### config.mk
export PLATFORM = sky130hd
export DESIGN_NAME = rca_nibble_seq
export DESIGN_NICKNAME = d
export VERILOG_FILES = /design/src/rtl/rca_nibble_seq.sv
export SDC_FILE = /design/constraint.sdc
export NUM_CORES = 1
export LEC_CHECK = 0
export BUFFER_PORTS_ARGS = -buffer_cell sky130_fd_sc_hd__buf_2
export CAP_MARGIN = 20
export CORE_UTILIZATION = 51
export CTS_CLUSTER_DIAMETER = 40
export DETAILED_ROUTE_END_ITERATION = 8
export GPL_TIMING_DRIVEN = 0
export PLACE_DENSITY_LB_ADDON = 0.05
export SYNTH_ARGS = -nofsm -noshare
export SYNTH_HDL_FRONTEND = slang
export SYNTH_SLANG_ARGS = --single-unit
export TNS_END_PERCENT = 100
### constraint.sdc
create_clock -name clk -period 5.88 [get_ports clk]
set_input_delay 1.764 -clock clk [delete_from_list [all_inputs] [get_ports clk]]
set_output_delay 1.764 -clock clk [all_outputs]
set_load 0.02 [all_outputs]
### src/rtl/rca_nibble_seq.sv
// Sequential N-nibble adder that time-shares one external 4-bit ripple-carry adder.
// An operation is accepted in IDLE, runs one nibble per RUN cycle LSB-first, then holds the result in DONE.
module rca_nibble_seq #(
  parameter int NIBBLES = 4
) (
  input  logic                 clk,
  input  logic                 rst_n,
  input  logic                 in_valid,
  output logic                 in_ready,
  input  logic [4*NIBBLES-1:0] op_a,
  input  logic [4*NIBBLES-1:0] op_b,
  input  logic                 op_cin,
  output logic                 out_valid,
  input  logic                 out_ready,
  output logic [4*NIBBLES:0]   sum,
  output logic                 busy,
  output logic [3:0]           add_a,
  output logic [3:0]           add_b,
  output logic                 add_cin,
  input  logic [4:0]           add_sum
);

  localparam int W = 4 * NIBBLES;
  localparam logic [2:0] LAST_IDX = 3'(NIBBLES - 1);

  typedef enum logic [1:0] {
    S_IDLE = 2'd0,
    S_RUN  = 2'd1,
    S_DONE = 2'd2
  } state_e;

  state_e         state_q, state_d;
  logic [W-1:0]   a_q, a_d;
  logic [W-1:0]   b_q, b_d;
  logic           carry_q, carry_d;
  logic [2:0]     idx_q, idx_d;
  logic [W:0]     sum_q, sum_d;
  logic [3:0]     nib_a, nib_b;

  // Nibble select of the latched operands; idx is 3 bits wide to cover up to 8 nibbles.
  always_comb begin
    nib_a = 4'h0;
    nib_b = 4'h0;
    for (int n = 0; n < NIBBLES; n++) begin
      if (idx_q == 3'(n)) begin
        nib_a = a_q[4*n +: 4];
        nib_b = b_q[4*n +: 4];
      end
    end
  end

  // NOTE: every variable gets a default before the case so no path leaves it unassigned (no latches).
  always_comb begin
    state_d   = state_q;
    a_d       = a_q;
    b_d       = b_q;
    carry_d   = carry_q;
    idx_d     = idx_q;
    sum_d     = sum_q;
    in_ready  = 1'b0;
    out_valid = 1'b0;
    add_a     = 4'h0;
    add_b     = 4'h0;
    add_cin   = 1'b0;

    unique case (state_q)
      S_IDLE: begin
        in_ready = 1'b1;
        if (in_valid) begin
          a_d     = op_a;
          b_d     = op_b;
          carry_d = op_cin;
          idx_d   = 3'd0;
          state_d = S_RUN;
        end
      end

      S_RUN: begin
        add_a   = nib_a;
        add_b   = nib_b;
        add_cin = carry_q;
        for (int n = 0; n < NIBBLES; n++) begin
          if (idx_q == 3'(n)) begin
            sum_d[4*n +: 4] = add_sum[3:0];
          end
        end
        carry_d = add_sum[4];
        idx_d   = idx_q + 3'd1;
        if (idx_q == LAST_IDX) begin
          sum_d[W] = add_sum[4];
          state_d  = S_DONE;
        end
      end

      S_DONE: begin
        out_valid = 1'b1;
        if (out_ready) begin
          state_d = S_IDLE;
        end
      end

      default: begin
        state_d = S_IDLE;
      end
    endcase
  end

  assign busy = ~in_ready;
  assign sum  = sum_q;

  // NOTE: sequential state uses non-blocking assignments so every register samples pre-edge values.
  always_ff @(posedge clk or negedge rst_n) begin
    if (!rst_n) begin
      state_q <= S_IDLE;
      a_q     <= '0;
      b_q     <= '0;
      carry_q <= 1'b0;
      idx_q   <= 3'd0;
      sum_q   <= '0;
    end else begin
      state_q <= state_d;
      a_q     <= a_d;
      b_q     <= b_d;
      carry_q <= carry_d;
      idx_q   <= idx_d;
      sum_q   <= sum_d;
    end
  end

endmodule

After elaboration in Yosys (flattened, before gate mapping)

Cells that the tools add are included.

Input port bits: 42
Output and inout port bits: 29
Word-level logic and storage cells: 50
Register bits: 55

Bitwise operators: 1
Mux-type cells: 21
Add/sub/neg operators: 1
Eq/ne operators: 8
Reduce and logical (&&, ||, !) cells: 10

Operators by type and width:

| kind                                                                   | count |
|---|---|
| 4-bit 2-to-1 mux                                                       | 10 |
| 2-bit AND reduction                                                    | 6 |
| 3-bit by 2-bit equality test with 1-bit output (second input constant) | 2 |
| 2-bit 2-to-1 mux                                                       | 3 |
| 2-bit inequality test (second input constant)                          | 3 |
| 2-bit case mux with 3 select lines                                     | 1 |
| 3-bit case mux with 2 select lines                                     | 1 |
| 1-bit 2-to-1 mux                                                       | 4 |
| 3-bit by 1-bit adder with 3-bit output (second input constant)         | 1 |
| 3-bit by 1-bit equality test with 1-bit output (second input constant) | 1 |
| 3-bit logical NOT                                                      | 1 |
| 3-bit 2-to-1 mux                                                       | 1 |
| 3-bit AND reduction                                                    | 1 |
| 2-bit by 1-bit equality test with 1-bit output (second input constant) | 1 |
| 2-bit equality test (second input constant)                            | 1 |
| 2-bit logical NOT                                                      | 1 |
| 1-bit case mux with 2 select lines                                     | 1 |
| 2-bit nonzero test                                                     | 1 |
| 1-bit inverter                                                         | 1 |

Depth between registers and ports, before layout

Depth after elaboration: 6
Gate-level depth with buffers: 7
Gate-level depth less buffers: 5

Worst setup path after synthesis

Ideal clock, no wire load.

Path kind: register to output
Start point: reg idx_q[1]
End point: out add_b[2]
Arrival time: 1.490 ns
Buffers on the path: 2
Cell stages (with the launch flop): 8
Slack: 2.626 ns
Data required time: 4.116 ns
Path through: dfrtp_1 inv_1 ha_1 clkbuf_1 clkbuf_1 a21oi_1 o21ai_0 a32o_1

Longest elaborated chain between the ends: 6
Elaborated cells between the ends (all ways): 9
Those cells by class: eq/ne: 3; mux: 5; reduce/logical: 1

RTL lines:

| item                          | RTL line | source |
|---|---|---|
| start, declared               | 36       | `logic [2:0] idx_q, idx_d;` |
| start signal, assigned        | 125      | `idx_q <= idx_d;` |
| 3-bit logical NOT             | 45       | `if (idx_q == 3'(n)) begin` |
| 4-bit 2-to-1 mux (3 in a row) | 45       |  |
| 4-bit 2-to-1 mux *            | 45       |  |
| 4-bit 2-to-1 mux *            | 66       | `unique case (state_q)` |
| end, declared                 | 18       | `output logic [3:0] add_b,` |

Mark *: on every way between the ends. The rest lies on a longest branch, timed or not.

Final worst setup path

Start point: reg idx_q[1]
End point: out add_a[3]

Longest elaborated chain between the ends: 6
Elaborated cells between the ends (all ways): 9
Those cells by class: eq/ne: 3; mux: 5; reduce/logical: 1

RTL lines:

| item                          | RTL line | source |
|---|---|---|
| 3-bit logical NOT             | 45       |  |
| 4-bit 2-to-1 mux (3 in a row) | 45       |  |
| 4-bit 2-to-1 mux *            | 45       |  |
| 4-bit 2-to-1 mux *            | 66       |  |
| end, declared                 | 17       | `output logic [3:0] add_a,` |

Marked as above.

==> metrics.cfg <==
[timing]
worst_pin_slew_ns = 0.589
hold_viol_final = 0
max_freq_mhz = 247
setup_violations = 0
fin_crit_sh_pct = 68.9
max-slew-margin-rel_pct = 60.5
fin_setup_tns_ns = 0
clock-skew-final_ns = 0.00493
slew_violations = 0
rsz0062_at_grt = no
fin_crit_ns = 4.05
holdWs_ns = 0.488

[critical_path]
setup.worst_path.start_class = flop
slowest_delay_ns = 0.42
crit_type = reg -> out
cp.required_ns = 4.12
end_kind = primary output
critical_path_buf_inv_count = 4
cp_slowest_cell = dfrtp_1
crit_arrival_ns = 2.29
cp_top_family = buffers and inverters
path_cells = inv_1 > ha_1 > clkbuf_1 > clkbuf_1 > o21ai_0 > a32o_1 > buf_2
cpMostUsedCell = clkbuf_1
crit_fanout = 10

[floorplan]
pin_count = 71
die_h_um = 74.1
die_w_um = 74.1
core_um2 = 4850
die_area_um2 = 5490
start_util_pct = 54.7
rows = 25

[synth]
postSynthCellCount = 191
synth-edff-count = 0
synthTopCellsByArea = dfrtp_1 52%, mux2_4 22%, mux2_1 4.7%
ys_warn_count = 0
synthFlopType = dfrtp_1
synth_nets = 238
synth-seq-cells = 55
syn_area_um2 = 2650
async_flop_share_pct = 100
synth.distinct_cells = 24
yosys.area.top_type_share_pct = 51.9
syn_avg_cell_area_um2 = 13.9
yosysTopAreaCell = dfrtp_1
seq_area_frac_synth_pct = 51.9

[clock_tree]
cts-buffers-inserted = 5
path_clk_slew_ns = 0.09
postCtsSetupBuffers = 0
cts-root-buf = clkbuf_8
cts_buffer_depth = 2
h-tree-depth = 2
clk_latency_ns = 0.31
hold_buffers = 0
numClockSinks = 55
cts_resized = 0
cts_tree = built

[place]
gp_congestion = 0.725
port_buffers = 70
hpwlAfterDp_mm = 3.77

[pwr]
cellLeakagePower_nw = 1.57
peakVddDrop_v = 0.000295
cellPowerDensity_nw_per_um2 = 593

[run]
drv_cap = 0

[layout]
post-route-util_pct = 66.5
finalNetCount = 316
drive_gt1_share_pct = 48.1
syn_to_final_growth_pct = 21.6
antenna_cells = 0

[global_routing]
antenna_found_initial = 0
overflow = 0
grt_max_degree = 36
grt_first_pass_wirelength_mm = 8.45
grt_util_all_layers_pct = 21.0
grt_pass1_vias = 1683

[outcome]
status = finished, final reports clean

[detailed_routing]
drc = 0
ant_nets = 0
wl_per_cell_um = 15.4
wl_met2_mm = 2.35
drtIter0Drc = 107
via_count = 1701
firstDrtPassIters = 4
totalWireLength_mm = 5.20
wl_met1_mm = 2.53
wl_met3_um = 237
vias_per_cell = 5.05
top_layer = met4

[worst_hold_path]
min_path_type = reg -> reg

worst reg2reg max path, delay by kind of cell, from the launching register on:
| family | cells | cell delay (ns) |
|---|---|---|
| buffers and inverters | 2 | 0.30 |
| multiplexers | 1 | 0.34 |
| AND/OR/NAND/NOR | 2 | 0.51 |
| flip-flops | 1 | 0.44 |
| adder cells (fa/ha/maj) | 1 | 0.14 |
layer usage:
| layer | vias up | GRT usage [%] |
|---|---|---|
| li1 | 825 | - |
| met1 | 820 | 31.0 |
| met5 | - | 0 |
| met4 | 0 | 7.05 |
| met2 | 47 | 30.9 |
| met3 | 9 | 4.34 |
logic make-up (layout without fill, tap and decap cells):
group / after synthesis / in the layout / share of synthesized area, %
muxes: 49 / 49 / 26.2
DFF: 55 / 55 / 51.9
and+or+nand+nor: 34 / 34 / 7.41
buffers and inverters: 16 / 95 / 4.01
adders and majority gates: 5 / 5 / 2.36
AOI/OAI and AO/OA: 32 / 32 / 8.07
per-stage QoR:
stage | power (mW) | worst slack [ns] | instances | instance area [um^2]
2_1_floorplan | 1.40 | 2.63 | 191 | 2650
3_3_place_gp | 1.65 | 2.17 | 328 | 3080
3_5_place_dp | 1.67 | 2.19 | 329 | 3100
4_1_cts | 1.93 | 1.83 | 337 | 3220
5_1_grt | 2.04 | 1.63 | 337 | 3220
6_report | 1.91 | 1.83 | 337 | 3220
cells in the mapped netlist, types with 3 or more instances:
cell / number
ha_1: 5
mux2_4: 38
inv_1: 5
a21oi_1: 8
and2_1: 3
o21ai_0: 12
nand2b_1: 10
clkbuf_1: 4
nand2_1: 12
buf_6: 6
mux2_1: 11
dfrtp_1: 55
a32o_1: 8
cell usage in the layout, fill, tap and decap left out, types with 5 or more instances in the layout:
cell type and count:
a21oi_1 8, a32o_1 8, buf_2 71, buf_6 6, clkbuf_8 6, dfrtp_1 55
ha_1 5, inv_1 5, mux2_1 11, mux2_4 38, nand2_1 12, nand2b_1 10
o21ai_0 12
state kept, by name, indices dropped and copies added (netlist names):
| name | cells |
|---|---|
| sum | 17 |
| a_q | 16 |
| b_q | 16 |
| idx_q | 3 |
| state_q | 2 |
| carry_q | 1 |
worst paths after layout:
kind,start,to,slack [ns],cells after the start
worst min register to register,sum[8]$_DFFE_PN0P_,sum[8]$_DFFE_PN0P_,0.49,1
worst min-delay path,sum[8]$_DFFE_PN0P_,sum[8]$_DFFE_PN0P_,0.49,1
min in group asynchronous,rst_n,sum[6]$_DFFE_PN0P_,1.41,1
worst max register to register,idx_q[0]$_DFFE_PN0P_,sum[10]$_DFFE_PN0P_,4.03,6
max in group asynchronous,rst_n,b_q[4]$_DFFE_PN0P_,3.93,2
worst max-delay path,idx_q[1]$_DFFE_PN0P_,add_a[3],1.83,7
final cells by class:
type                       instances  area (um^2)
fill                             347         1630
sequential                        55         1380
multi-input combinational        120         1170
timing repair buffer              71          370
buffer                            11         87.6
tap                               67         83.8
clock buffer                       6         82.6
clock inverter                     2         35.0
inverter                           5         18.8
power breakdown:
| group | internal (mW) | switching [mW] | leakage [nW] |
|---|---|---|---|
| combinational | 0.500 | 0.468 | 0.860 |
| sequential | 0.571 | 0.113 | 0.652 |
| clock | 0.138 | 0.119 | 0.0612 |
| total | 1.21 | 0.701 | 1.57 |
No activity file was read; power rests on OpenSTA's default activity.
